==> config.mk <==
export PLATFORM = sky130hd
export DESIGN_NAME = neopx_frame_streamer
export DESIGN_NICKNAME = d
export VERILOG_FILES = /design/src/rtl/neopx_frame_streamer.sv
export SDC_FILE = /design/constraint.sdc
export NUM_CORES = 2
export LEC_CHECK = 0
export CAP_MARGIN = 20
export CELL_PAD_IN_SITES_DETAIL_PLACEMENT = 0
export CELL_PAD_IN_SITES_GLOBAL_PLACEMENT = 1
export CORE_MARGIN = 5
export CORE_UTILIZATION = 51
export DETAILED_ROUTE_END_ITERATION = 6
export DONT_BUFFER_PORTS = 1
export PLACE_DENSITY_LB_ADDON = 0.1
export SYNTH_ARGS = -nofsm -noshare
export SYNTH_HDL_FRONTEND = slang
export SYNTH_SLANG_ARGS = --single-unit
==> constraint.sdc <==
create_clock -name axis_aclk -period 4.9 [get_ports axis_aclk]
set_clock_uncertainty 0.05 [all_clocks]
set_input_delay 0.98 -clock axis_aclk [delete_from_list [all_inputs] [get_ports axis_aclk]]
set_output_delay 0.98 -clock axis_aclk [all_outputs]
set_load 0.01 [all_outputs]
==> src/rtl/neopx_frame_streamer.sv <==
// Pixel frame buffer feeding the NeoPixel serializer over AXI-Stream.
// Host writes {W,R,G,B} words into RAM and pulses start; each pixel is read,
// brightness-scaled, reordered into wire order and emitted as one 32-bit beat.
module neopx_frame_streamer #(
  parameter int MAX_PIXELS = 64,
  parameter int ADDR_W     = 6,
  parameter int LED_TYPE   = 0
) (
  input  logic              axis_aclk,
  input  logic              axis_reset,
  input  logic              wr_en,
  input  logic [ADDR_W-1:0] wr_addr,
  input  logic [31:0]       wr_data,
  input  logic [ADDR_W:0]   num_pixels,
  input  logic [7:0]        brightness,
  input  logic              start,
  output logic              busy,
  output logic              frame_done,
  output logic [31:0]       m_axis_tdata,
  output logic              m_axis_tvalid,
  output logic              m_axis_tlast,
  input  logic              m_axis_tready
);

  typedef enum logic [1:0] {
    S_IDLE,
    S_FETCH,
    S_LOAD,
    S_PRESENT
  } state_t;

  localparam logic [ADDR_W:0] MAX_CNT = (ADDR_W+1)'(MAX_PIXELS);
  localparam logic [ADDR_W:0] ONE     = (ADDR_W+1)'(1);

  state_t          state_q, state_d;
  logic [ADDR_W:0] idx_q, idx_d;
  logic [ADDR_W:0] count_q, count_d;
  logic [7:0]      bright_q, bright_d;
  logic [31:0]     tdata_q, tdata_d;
  logic            tvalid_q, tvalid_d;
  logic            tlast_q, tlast_d;
  logic            done_q, done_d;

  logic [31:0]     mem [MAX_PIXELS];
  logic [31:0]     rd_data_q;
  logic [31:0]     pix_word;
  logic [ADDR_W:0] num_clamped;

  // out = (c * (b + 1)) >> 8, so b = 255 passes through and b = 0 blanks
  function automatic logic [7:0] scale(input logic [7:0] c, input logic [7:0] b);
    logic [15:0] p;
    p = 16'(c) * (16'(b) + 16'd1);
    return p[15:8];
  endfunction

  // Pixel RAM: sync write, sync read (old data on same-address collision), never reset
  always_ff @(posedge axis_aclk) begin
    if (wr_en) mem[wr_addr] <= wr_data;
    rd_data_q <= mem[idx_q[ADDR_W-1:0]];
  end

  // Scale each channel and reorder {W,R,G,B} into wire order {G,R,B,W|0}
  always_comb begin
    pix_word = {scale(rd_data_q[15:8],  bright_q),
                scale(rd_data_q[23:16], bright_q),
                scale(rd_data_q[7:0],   bright_q),
                (LED_TYPE == 1) ? scale(rd_data_q[31:24], bright_q) : 8'h00};
  end

  // Clamp requested frame length to the RAM depth
  always_comb begin
    num_clamped = num_pixels;
    if (num_pixels > MAX_CNT) num_clamped = MAX_CNT;
  end

  // Next-state and output-register logic for IDLE -> FETCH -> LOAD -> PRESENT
  always_comb begin
    state_d  = state_q;
    idx_d    = idx_q;
    count_d  = count_q;
    bright_d = bright_q;
    tdata_d  = tdata_q;
    tvalid_d = tvalid_q;
    tlast_d  = tlast_q;
    done_d   = 1'b0;
    unique case (state_q)
      S_IDLE: begin
        if (start) begin
          if (num_clamped == '0) begin
            done_d = 1'b1;
          end else begin
            count_d  = num_clamped;
            bright_d = brightness;
            idx_d    = '0;
            state_d  = S_FETCH;
          end
        end
      end
      S_FETCH: state_d = S_LOAD;
      S_LOAD: begin
        tdata_d  = pix_word;
        tvalid_d = 1'b1;
        tlast_d  = (idx_q == count_q - ONE);
        state_d  = S_PRESENT;
      end
      S_PRESENT: begin
        if (m_axis_tready) begin
          tvalid_d = 1'b0;
          if (tlast_q) begin
            tlast_d = 1'b0;
            done_d  = 1'b1;
            state_d = S_IDLE;
          end else begin
            idx_d   = idx_q + ONE;
            state_d = S_FETCH;
          end
        end
      end
      default: state_d = S_IDLE;
    endcase
  end

  // State and output registers with synchronous reset
  always_ff @(posedge axis_aclk) begin
    if (axis_reset) begin
      state_q  <= S_IDLE;
      idx_q    <= '0;
      count_q  <= '0;
      bright_q <= '0;
      tdata_q  <= '0;
      tvalid_q <= 1'b0;
      tlast_q  <= 1'b0;
      done_q   <= 1'b0;
    end else begin
      state_q  <= state_d;
      idx_q    <= idx_d;
      count_q  <= count_d;
      bright_q <= bright_d;
      tdata_q  <= tdata_d;
      tvalid_q <= tvalid_d;
      tlast_q  <= tlast_d;
      done_q   <= done_d;
    end
  end

  assign busy          = (state_q != S_IDLE);
  assign frame_done    = done_q;
  assign m_axis_tdata  = tdata_q;
  assign m_axis_tvalid = tvalid_q;
  assign m_axis_tlast  = tlast_q;

endmodule

# Word-level counts from Yosys, hierarchy flattened
# Memory sizes are Yosys's and may differ from the RTL's. A register that Yosys moved wholly into a read port is not among the register bits.
# Cells that the tools add are included.
totals:
  reg_bits: 51
  ramBits: 2048
  in_bits: 58
  word_cells: 55
  n_memories: 1
classes:
  n_addsub: 3
  n_mul: 3
  magnitude_cmp: 1
  eq_ne: 8
  muxes: 21
  bitwise_logic: 1
  reduce_logical: 9
mem_list:
  columns: ["name", "depth", "width", "read_ports", "rd_ports_with_merged_regs", "write_ports", "line", "source"]
  rows:
  - ["mem", 64, 32, 1, 1, 1, "44", "logic [31:0] mem [MAX_PIXELS];"]
op_table:
  columns: ["operator", "count"]
  rows:
  - ["$mul A8 B9 Y16", 3]
  - ["$mux W7", 5]
  - ["$pmux W7 S2", 1]
  - ["$add A8 B1 Y9 const B", 1]
  - ["$mux W1", 8]
  - ["$ne A2 B2 Y1 const B", 4]
  - ["$pmux W2 S4", 1]
  - ["$add A7 B1 Y7 const B", 1]
  - ["$eq A7 B7 Y1", 1]
  - ["$gt A7 B7 Y1 const B", 1]
  - ["$logic_not A7 Y1", 1]
  - ["$sub A7 B1 Y7 const B", 1]
  - ["$mux W2", 3]
  - ["$pmux W1 S2", 3]
  - ["$reduce_and A3 Y1", 2]
  - ["$reduce_bool A2 Y1", 3]
  - ["$reduce_and A5 Y1", 1]
  - ["$eq A2 B2 Y1 const B", 2]
  - ["$eq A2 B1 Y1 const B", 1]
  - ["$logic_not A2 Y1", 1]
  - ["$reduce_and A2 Y1", 1]
  - ["$not A1 Y1", 1]

# Depth between registers and ports, before layout
depth:
  depth_word: 6
  mapped_depth: 19

# Least setup slack after synthesis
# No wires, ideal clock.
synth_timing:
  kind: "reg-to-reg"
  startpoint: "register bright_q[0]"
  endpoint: "register tdata_q[23] (netlist: m_axis_tdata[23])"
  arrival_ns: 4.955
  required_time_ns: 4.733
  path_slack_ns: -0.223
  path_stages_with_launch: 18
  path_buffers: 1
  synth_period_minus_slack_ns: 5.123
  path_cell_list: "dfxtp_1 > ha_1 > nand3_1 > xnor2_1 > clkbuf_1 > nand2_1 > fa_1 > fa_1 > inv_1 > fa_1 > fa_1 > ha_1 > a21oi_1 > nor2b_1 > o41ai_1 > a21oi_1 > or3_1 > a32o_1"
synth_between:
  elab_chain_len: 2
synth_rtl:
  columns: ["item", "line", "source"]
  rows:
  - ["start: declaration", "38", "logic [7:0] bright_q, bright_d;"]
  - ["start signal: assignment", "138", "bright_q <= bright_d;"]
  - ["$add A8 B1 Y9", "52", "p = 16'(c) * (16'(b) + 16'd1);"]
  - ["$mul A8 B9 Y16", "52", null]
  - ["end signal: assignment", "139", "tdata_q <= tdata_d;"]
  - ["end: declaration", "39", "logic [31:0] tdata_q, tdata_d;"]
# Every way passes these cells.
# A chain may end at the register's enable or synchronous reset.

# Worst setup path in the final report
# Same ends and word-level chain as after synthesis.

==> results.md <==
- Layout cells sized above 1: 0.255
- # setup viols final: 1
- # IOs: 94
- CP required: approximately 5500 ps
- Final Max Slew Viols: 0
- Vias in the first global route: approximately 36000
- # clock sinks: 1611
- Most frequent cells in the layout: edfxtp_1, mux4_2, buf_4
- Pwr Density: between 400 and 500 nW/um2
- WL/cell: 30.1 um
- Dpl cell area: 71400 um2
- Routed wire length: 172 mm
- Peak fanout along the critical path: 6
- FF/Latch Area: 47700 um2
- Clock Latency Late Sink: just under 800 ps
- Clock Path Buffers: 3
- Distinct cells, synth: 70
- Post-route DRC violation count: 0
- Total CTS buffers: 167
- Worst VDD drop: approximately 0.30 mV
- Chip Width: 376 um
- Post-CTS Hold Buffers: 0
- Critical Path AT: 5550 ps
- XOR/XNOR share of the synthesized area: 0.00591
- Footprint of the multi-input gates: 19700 um2
- CTS Root Cell: clkbuf_16
- Worst-Margin Slew: about 1200 ps
- Switch share: 0.237
- Slew HR: 0.224
- Initial antenna violation count: 7
- Sequential-to-total area share from yosys stat: 0.699
- P_leak: 25.1 nW
- First-pass DRT Iterations: 5
- First-pass GRT wire length: 252 mm
- Area contributors post-synth: edfxtp_1, mux4_2, fa_1
- Via count: 34800
- Final-report hold violation count: 0
- Post-Synth Adder-Cell Area: 0.0541
- Initial core utilization: 0.512
- First DRT Iteration DRCs: 3764
- Synth Area in Compound Gates: 0.0293
- Finished Layout Cells: 5727
- Ys flop type: edfxtp_1
- Combinational share of power: 0.134
- Post-synthesis mux area share: 0.147
- Area Overhead vs Synth: 13.8%
- Crit Path Class: register to register
- Critical path capture point type: register
- Core box area: 133000 um2
- Fmax: 0.203 GHz
- EDFF count, synth: approximately 1500
- Vias per inst: 6.07
- Row cnt: 134
- H-tree lvl count: 4
- Synthesized area per cell: 18.9 um2
- Tot GR Track Use: 0.247
- Synth Area in Simple Gates: 0.0417
- NumNets Final: 4103
- Commonest non-fill, non-tap cell in the layout: edfxtp_1
- Sw Pwr: 7.60 mW
- Violated checks: negative setup slack
- DP Cell Count: about 5400
- Yosys top cell by area: edfxtp_1
- Largest family of logic cells by synthesized area: multiplexers
- Fillers: 9840
- CTS tree: built
- Tcrit/Tclk final: 1.01
- FF+latch count, synth: between 1500 and 2000
- Worst-path clk slew: 60 ps
- Fin crit period: slightly below 5000 ps
- Die Area: approximately 140000 um2
- Mapped Area: 68200 um2
- Fin worst setup slack: -31.4 ps
- Max-Cap Viols: 0
- Worst min path class: primary input to register
- Worst hold margin: 212 ps
- Synth async-reset ratio: 0
- GP Congestion: 0.828
- Pint: 24.4 mW
- Syn Inst Count: 3611
- Clock share of power: 0.386
- RSZ-0062 raised after global routing: true
- Grt total ovfl: 0
- Synth Warn #: 0
- Startpoint Class: register
- Die height: 376 um
- Post-route cell area: 77600 um2
- Post-synth top area share: 0.677
- Status: finished with violations
- Detailed placement HPWL: 101 mm
- Final ANT Viol Nets: 0
- Port-buffer cells: 0
- Flop pwr share: 0.480
- Largest net degree at the start of global routing: 66
## metrics by stage
step | TNS [ps] | total power, mW | setup WS (ps) | utilization
detailed placement | -5710 | 19.4 | -408 | 0.536
global placement | -4620 | 19.3 | -349 | 0.536
CTS | -575 | 32.0 | -102 | 0.580
finish | -31.4 | 32.0 | -31.4 | 0.583
floorplan | -13.9 | 18.2 | -13.9 | -
global route | -1930 | 33.4 | -188 | 0.583
## metal layers
metal  global-route usage  part of all wire  vias up
li1                     -                 -    14700
met1                0.352              0.42    18700
met2                0.398              0.48     1256
met3               0.0474             0.076      205
met4               0.0649             0.023        0
met5                    0                 0        -
## state kept, by name, summed over array words and instances (netlist names)
| name | cells |
|---|---|
| frame_done | 1 |
| m_axis_tvalid | 1 |
| bright_q | 8 |
| idx_q | 7 |
| m_axis_tlast | 1 |
| rd_data_q | 24 |
| count_q | 7 |
| m_axis_tdata | 24 |
| state_q | 2 |
| mem | 1536 |
## worst paths after layout
| kind | slack, ps | depth (start not counted) | to | start |
|---|---|---|---|---|
| max | -30 | 20 | m_axis_tdata[23] | bright_q[0] |
| min | 210 | 1 | bright_q[3] | axis_reset |
| max reg2reg | -30 | 20 | m_axis_tdata[23] | bright_q[0] |
| min reg2reg | 420 | 2 | count_q[6] | count_q[6] |
## synth_stat cells, types with 12 or more instances
master    number
buf_4         30
xnor2_1       30
mux2_2        14
buf_6         14
nand2_1      115
edfxtp_1    1536
inv_1        161
fa_1         120
nand2b_1      15
mux2i_1      140
mux4_2       376
buf_2         48
a211oi_1      30
o21ai_0       57
and2_1       133
nor2_1       121
clkbuf_1      75
o221ai_1      21
nand3b_1      12
nand3_1       25
buf_1         17
xor2_1        16
ha_1         103
o22ai_1       23
nor2b_1       69
a22oi_1       16
dfxtp_1       75
a21oi_1       90
## worst max-delay path: stages (launching register included)
cell and delay (ps):
dfxtp_4 380, buf_6 100, and3_4 180, nand3_4 120
xnor2_4 160, buf_8 150, buf_6 120, and2_4 150
fa_1 450, fa_1 490, fa_1 490, inv_1 50
fa_1 480, inv_2 50, ha_4 210, buf_6 130
and3_1 160, nand4_1 140, a21oi_2 90, or3_1 400
a32o_1 260
## cell type report
type                            instances  area share
Antenna cell                            2   0.0000645
Clock inverter                         90      0.0115
Timing Repair Buffer                  219      0.0260
Tap cell                             1768      0.0285
Inverter                              162     0.00784
Clock buffer                          214      0.0577
Multi-Input combinational cell       1661       0.254
Sequential cell                      1611       0.614
## logic make-up (layout without fill, tap and decap cells)
| family | count (synthesis) | in the layout |
|---|---|---|
| other | 1 | 10 |
| AND/OR/NAND/NOR | 547 | 547 |
| adder cells (fa/ha/maj) | 223 | 223 |
| flip-flops | 1611 | 1611 |
| multiplexers | 530 | 530 |
| AO/OA/AOI/OAI | 307 | 307 |
| buffers and inverters | 346 | 685 |
| XOR/XNOR | 46 | 46 |
## repair_timing
action	CTS	global route
setup endpoints to repair	20	23
buffers inserted	11	8
cloned	2	0
gates resized for setup	63	67
pin swaps	26	52
## power by group through the flow
stage | Clock [mW] | Combinational (mW) | Sequential (mW)
2_1_floorplan | 0 | 2.58 | 15.6
3_3_place_gp | 0 | 3.64 | 15.7
3_5_place_dp | 0 | 3.70 | 15.7
4_1_cts | 12.6 | 4.03 | 15.4
5_1_grt | 13.2 | 4.78 | 15.4
6_report | 12.4 | 4.29 | 15.4
Power figures use the tool's default switching activity.
